`src/rtl/lcd_pattern_gen.sv`:
```
// lcd_pattern_gen: AXI4-Stream video test-pattern source.
// Emits whole frames of H_PIXEL_COUNT x V_PIXEL_COUNT pixels with tuser[0]
// on the first pixel of a frame and tlast on the last pixel of every line.
//
// state     | meaning
// ----------+-------------------------------------------------------------
// ST_IDLE   | no frame in progress; waiting for enable_i
// ST_ACTIVE | frame in progress; first cycle primes the output register,
//           | afterwards one pixel per handshake until (H-1, V-1)
module lcd_pattern_gen #(
  parameter int H_PIXEL_COUNT = 8,
  parameter int V_PIXEL_COUNT = 4,
  parameter int DATA_WIDTH    = 18,
  parameter int USER_WIDTH    = 1,
  parameter int CHECKER_LOG2  = 1,
  parameter int BAR_WIDTH     = 1
) (
  input  logic                  aclk_i,
  input  logic                  rst_i,
  input  logic                  enable_i,
  input  logic [1:0]            pattern_i,
  input  logic [DATA_WIDTH-1:0] color_i,
  output logic [DATA_WIDTH-1:0] m_axis_tdata,
  output logic                  m_axis_tvalid,
  input  logic                  m_axis_tready,
  output logic                  m_axis_tlast,
  output logic [USER_WIDTH-1:0] m_axis_tuser,
  output logic                  busy_o,
  output logic                  frame_done_o
);

  localparam int CW = DATA_WIDTH / 3;
  localparam int XW = $clog2(H_PIXEL_COUNT);
  localparam int YW = (V_PIXEL_COUNT > 1) ? $clog2(V_PIXEL_COUNT) : 1;
  localparam int BW = (BAR_WIDTH > 1) ? $clog2(BAR_WIDTH) : 1;
  localparam int GW = (XW < CW) ? XW : CW;

  localparam logic [XW-1:0] X_LAST   = XW'(H_PIXEL_COUNT - 1);
  localparam logic [YW-1:0] Y_LAST   = YW'(V_PIXEL_COUNT - 1);
  localparam logic [BW-1:0] BAR_LAST = BW'(BAR_WIDTH - 1);

  localparam logic [0:0] ST_IDLE   = 1'b0;
  localparam logic [0:0] ST_ACTIVE = 1'b1;

  logic [0:0]            state;
  logic [XW-1:0]         x;
  logic [YW-1:0]         y;
  logic [BW-1:0]         bar_cnt;
  logic [2:0]            bar_idx;
  logic [1:0]            pat;
  logic [DATA_WIDTH-1:0] color;

  logic                  hs;
  logic                  frame_end;
  logic                  load;
  logic [XW-1:0]         nx;
  logic [YW-1:0]         ny;
  logic [BW-1:0]         nbar_cnt;
  logic [2:0]            nbar_idx;
  logic [1:0]            npat;
  logic [DATA_WIDTH-1:0] ncolor;

  logic [DATA_WIDTH-1:0] pixel;
  logic [USER_WIDTH-1:0] user_next;
  logic [CW-1:0]         grad;
  logic                  chk;
  logic [2:0]            bar_c;

  assign hs        = m_axis_tvalid & m_axis_tready;
  assign frame_end = hs && (x == X_LAST) && (y == Y_LAST);

  // Next pixel position: prime, advance along the line, wrap, or restart the frame.
  always_comb begin
    load     = 1'b0;
    nx       = x;
    ny       = y;
    nbar_cnt = bar_cnt;
    nbar_idx = bar_idx;
    npat     = pat;
    ncolor   = color;
    if (state == ST_ACTIVE) begin
      if (!m_axis_tvalid) begin
        load = 1'b1;
      end else if (hs) begin
        if ((x == X_LAST) && (y == Y_LAST)) begin
          if (enable_i) begin
            // Back-to-back frame: relatch the inputs and present (0,0) with no bubble.
            load     = 1'b1;
            nx       = '0;
            ny       = '0;
            nbar_cnt = '0;
            nbar_idx = '0;
            npat     = pattern_i;
            ncolor   = color_i;
          end
        end else begin
          load = 1'b1;
          if (x == X_LAST) begin
            nx       = '0;
            ny       = y + YW'(1);
            nbar_cnt = '0;
            nbar_idx = '0;
          end else begin
            nx = x + XW'(1);
            if (bar_cnt == BAR_LAST) begin
              nbar_cnt = '0;
              nbar_idx = bar_idx + 3'd1;
            end else begin
              nbar_cnt = bar_cnt + BW'(1);
            end
          end
        end
      end
    end
  end

  // Pixel value for the next position, using the latched pattern and colour.
  always_comb begin
    grad  = CW'(nx[GW-1:0]);
    chk   = (|(nx & (XW'(1) << CHECKER_LOG2))) ^ (|(ny & (YW'(1) << CHECKER_LOG2)));
    bar_c = 3'd7 - nbar_idx;
    pixel = '0;
    case (npat)
      2'd0: pixel = ncolor;
      2'd1: pixel = {grad, grad, grad};
      2'd2: pixel = chk ? {DATA_WIDTH{1'b1}} : {DATA_WIDTH{1'b0}};
      // bar_c[2] drives green and bar_c[1] red so the bars run
      // white, yellow, cyan, green, magenta, red, blue, black.
      default: pixel = {{CW{bar_c[1]}}, {CW{bar_c[2]}}, {CW{bar_c[0]}}};
    endcase
    user_next    = '0;
    user_next[0] = (nx == '0) && (ny == '0);
  end

  // Frame sequencing and registered AXI4-Stream outputs.
  always_ff @(posedge aclk_i) begin
    if (rst_i) begin
      state         <= ST_IDLE;
      x             <= '0;
      y             <= '0;
      bar_cnt       <= '0;
      bar_idx       <= '0;
      pat           <= '0;
      color         <= '0;
      m_axis_tdata  <= '0;
      m_axis_tvalid <= 1'b0;
      m_axis_tlast  <= 1'b0;
      m_axis_tuser  <= '0;
      busy_o        <= 1'b0;
      frame_done_o  <= 1'b0;
    end else begin
      frame_done_o <= frame_end;
      case (state)
        ST_IDLE: begin
          if (enable_i) begin
            state   <= ST_ACTIVE;
            x       <= '0;
            y       <= '0;
            bar_cnt <= '0;
            bar_idx <= '0;
            pat     <= pattern_i;
            color   <= color_i;
          end
        end
        default: begin
          if (load) begin
            x             <= nx;
            y             <= ny;
            bar_cnt       <= nbar_cnt;
            bar_idx       <= nbar_idx;
            pat           <= npat;
            color         <= ncolor;
            m_axis_tdata  <= pixel;
            m_axis_tvalid <= 1'b1;
            m_axis_tlast  <= (nx == X_LAST);
            m_axis_tuser  <= user_next;
            busy_o        <= 1'b1;
          end else if (frame_end) begin
            state         <= ST_IDLE;
            m_axis_tvalid <= 1'b0;
            m_axis_tlast  <= 1'b0;
            m_axis_tuser  <= '0;
            busy_o        <= 1'b0;
          end
        end
      endcase
    end
  end

endmodule

```
`config.mk`:
```
export PLATFORM = sky130hd
export DESIGN_NAME = lcd_pattern_gen
export DESIGN_NICKNAME = d
export VERILOG_FILES = /design/src/rtl/lcd_pattern_gen.sv
export SDC_FILE = /design/constraint.sdc
export NUM_CORES = 1
export LEC_CHECK = 0
export CORE_MARGIN = 5
export CORE_UTILIZATION = 53
export DETAILED_ROUTE_END_ITERATION = 6
export GPL_TIMING_DRIVEN = 0
export PLACE_DENSITY = 0.8
export SLEW_MARGIN = 20
export SYNTH_ARGS = -nofsm -noshare
export SYNTH_HDL_FRONTEND = slang
export SYNTH_SLANG_ARGS = --single-unit
export TNS_END_PERCENT = 20
```
`constraint.sdc`:
```
create_clock -name aclk_i -period 2.6 [get_ports aclk_i]
set_input_delay 0.52 -clock aclk_i [delete_from_list [all_inputs] [get_ports aclk_i]]
set_output_delay 0.52 -clock aclk_i [all_outputs]
set_load 0.01 [all_outputs]
```
==> results.md <==
- Outcome: complete, no violations
- Syn avg cell area: 8.976 um2
- Drc violations: 0
- CTS tree: done
- I/O pin total: between 40 and 50
- Worst Hold Class: in2reg
- Top cell type's share of synthesized area: roughly 37%
- IO buf count: 44
- PnR worst setup slack: 102.5 ps
- P per Cell Area: 487.4 nW/um2
- RR Endpoint: m_axis_tdata[15]
- Tmin final: approximately 2500 ps
- Die Area: 6819 um2
- Tcrit/Tclk final: 96.06%
- Initial antenna violation count: 0
- CP Launch Type: register
- Vias: 2545
- Reg-to-reg setup timing slack: 100 ps
- Die height: 82.58 um
- Reg2reg path depth: 11
- All-Layer GR Usage: 22.35%
- FFs w/ async S/R, synth: 0%
- Wire per inst: 16.73 um
- Finished Layout Cells: between 400 and 500
- Post-synth top cells: nor2_1 (71), dfxtp_1 (52), nand2_1 (21)
- Fmax: 0.4004 GHz
- Clock slew at reported path FFs: ~100 ps
- Layout cells sized above 1: 18.85%
- Routed Antenna Nets: 0
- Prevailing post-synth register cell: dfxtp_1
- Clock tree buffer depth: 2
- Sink Count: 52
- Top-count cell post-synth: nor2_1
- Synthesized flop and latch total: 52
- Library cells used by synthesis: 53
- Hold Path Depth: 2
- Cts bufs inserted: 5
- Vias in the first global route: 2485
- Antenna diodes: 0
- Rows: 26
- Final Routed Wirelength: 7295 um
- Root buffer cell: clkbuf_8
- Max-cap violations: 0
- Warning count from the yosys run: 0
- Number of synthesized flops with an enable pin: 0
- Layout overhead on the synthesized area: 25.19%
- Cts hold-fix bufs: 0
- Worst r2r src: x[1]
- Initial drt markers: 166
- Crit Path Class: reg2reg
- Pin count of the biggest net entering global routing: 16
- Die W: around 83 um
- Placed Cells: 425
- WP data arrival: 2720 ps
- Hold EP: color[3]
- Maximum vdd drop: 0.0003530 V
- Cells taking the most area after synthesis: dfxtp_1 (37%), nor2_1 (9.5%), mux2i_1 (5.7%)
- DP Worst Slack: -158.3 ps
- Clock Skew: 10.27 ps
- Data required, critical path: ~2800 ps
- Post-layout util: about two thirds
- Nets@finish: 395
- Finish-stage setup viols: 0
- Routability Congestion: roughly 0.85
- First-pass GRT wire length: between 10000 and 15000 um
- Mapped Cells: 311
- Part of the Yosys area used for sequential elements: 37.29%
- Slew Viols, Final: 0
- Post-synth design cell area: 2791 um2
- Static Leak: around 0.0014 uW
- Hold_sp: rst_i
- Global route overflow: 0
- Slew of the pin with the lowest slew margin: 501.6 ps
- Worst slew margin: 66.56%
- Leading area contributor after synthesis: dfxtp_1
- Final Hold Violating Endpoints: 0
- Worst-Skew Late Latency: between 300 and 400 ps
- TritonRoute pass-1 iters: 4
- Starting Density: roughly 55%
- Drt via density: 5.837
- Worst Setup End Kind: register
- Crit path max fanout: 10
- Core area: ~5000 um2
- Total power: 1703 uW
- H-Tree Depth: 2
- Final HPWL DP: between 5000 and 6000 um
- Synthesized Nets: 340
[where the power goes]
group / internal, uW / switching, uW
Clock: 183 / 275
Combinational: 178 / 186
Sequential: 850 / 30.6
Total: 1210 / 492
[worst max-delay path by stage]
stage / start / endpoint / slack, ps / cells past startpoint
after CTS: x[1] / m_axis_tdata[13] / 20 / 11
after detailed placement: enable_i / m_axis_tdata[13] / -160 / 7
after global routing: x[1] / m_axis_tdata[15] / -10 / 11
after global placement: enable_i / m_axis_tdata[14] / -100 / 7
final: x[1] / m_axis_tdata[15] / 100 / 11
after floorplan: x[1] / m_axis_tdata[10] / 440 / 11
[sequential cells by signal, summed over array words and instances, names as in the netlist]
register / cells
x: 3
m_axis_tuser: 1
busy_o: 1
color: 18
frame_done_o: 1
m_axis_tdata: 18
bar_idx: 3
y: 2
bar_cnt: 1
m_axis_tlast: 1
pat: 2
state: 1
[critical path, cell delays in order, from the launching register on]
cell and delay (ps):
dfxtp_2 380, ha_1 180, ha_1 170, buf_6 160, nand4_4 130, nor2_4 230, mux2i_4 310, and2_1 170
buf_4 180, buf_8 140, nand2_1 70, a311oi_2 270
[routing by layer]
layer / vias up / global-route usage [%] / part of all wire, %
met5: - / 0 / 0
met4: 0 / 6.046 / 1.5
met3: 10 / 4.447 / 5.0
met2: 73 / 37.42 / 49
met1: 1228 / 29.28 / 45
li1: 1234 / - / -
[cells in the final DEF, fill, tap and decap left out, drive strengths merged, types with 3 or more instances in the layout]
| cell | netlist | final |
|---|---|---|
| a21o | 3 | 3 |
| nor4 | 6 | 6 |
| a311oi | 18 | 18 |
| mux2 | 11 | 11 |
| nand2b | 9 | 9 |
| nor3 | 3 | 3 |
| clkbuf | 3 | 8 |
| nor2 | 75 | 75 |
| a2111oi | 8 | 8 |
| a22oi | 5 | 5 |
| mux2i | 17 | 17 |
| clkdlybuf4s50 | 0 | 44 |
| nand2 | 23 | 23 |
| o21ai | 5 | 5 |
| a21oi | 14 | 14 |
| inv | 3 | 3 |
| nand4 | 3 | 3 |
| nand3 | 3 | 3 |
| nor2b | 3 | 3 |
| dfxtp | 52 | 52 |
| ha | 5 | 5 |
| and3 | 4 | 4 |
| buf | 19 | 23 |
[kinds of logic (layout without fill, tap and decap cells)]
kind of cell / Yosys count / in the layout / share of synthesized area (%)
simple gates: 133 / 133 / 22.59
compound gates: 67 / 67 / 20.35
flops: 52 / 52 / 37.29
mux: 28 / 28 / 10.98
buf+inv: 25 / 80 / 5.961
fa+ha+maj: 5 / 5 / 2.241
xor+xnor: 1 / 1 / 0.5829
[stage by stage]
step | TNS (ps) | area (um2) | hold slack (ps)
after floorplan | 0 | 2791 | 450.0
after global placement | -1139 | 3319 | 445.6
after detailed placement | -2062 | 3319 | 458.2
after CTS | 0 | 3405 | 455.0
after global routing | -10.31 | 3495 | 465.5
final | 0 | 3495 | 453.0
[final cells by class]
| class | count | area [um2] |
|---|---|---|
| buffer | 22 | 155.1 |
| clock buffer | 5 | 68.82 |
| clock inverter | 2 | 12.51 |
| fill | 428 | 1613 |
| inverter | 3 | 11.26 |
| multi-input combinational | 234 | 1645 |
| sequential | 52 | 1044 |
| tap | 70 | 87.58 |
| timing repair buffer | 48 | 470.5 |
[what timing repair did]
action                     4_1_cts  5_1_grt
gates resized for setup          1       11
setup buffers                    0        4
pin swaps                        0        3
setup endpoints to repair        1       18
Note: power is estimated with default switching activity, not from simulation.
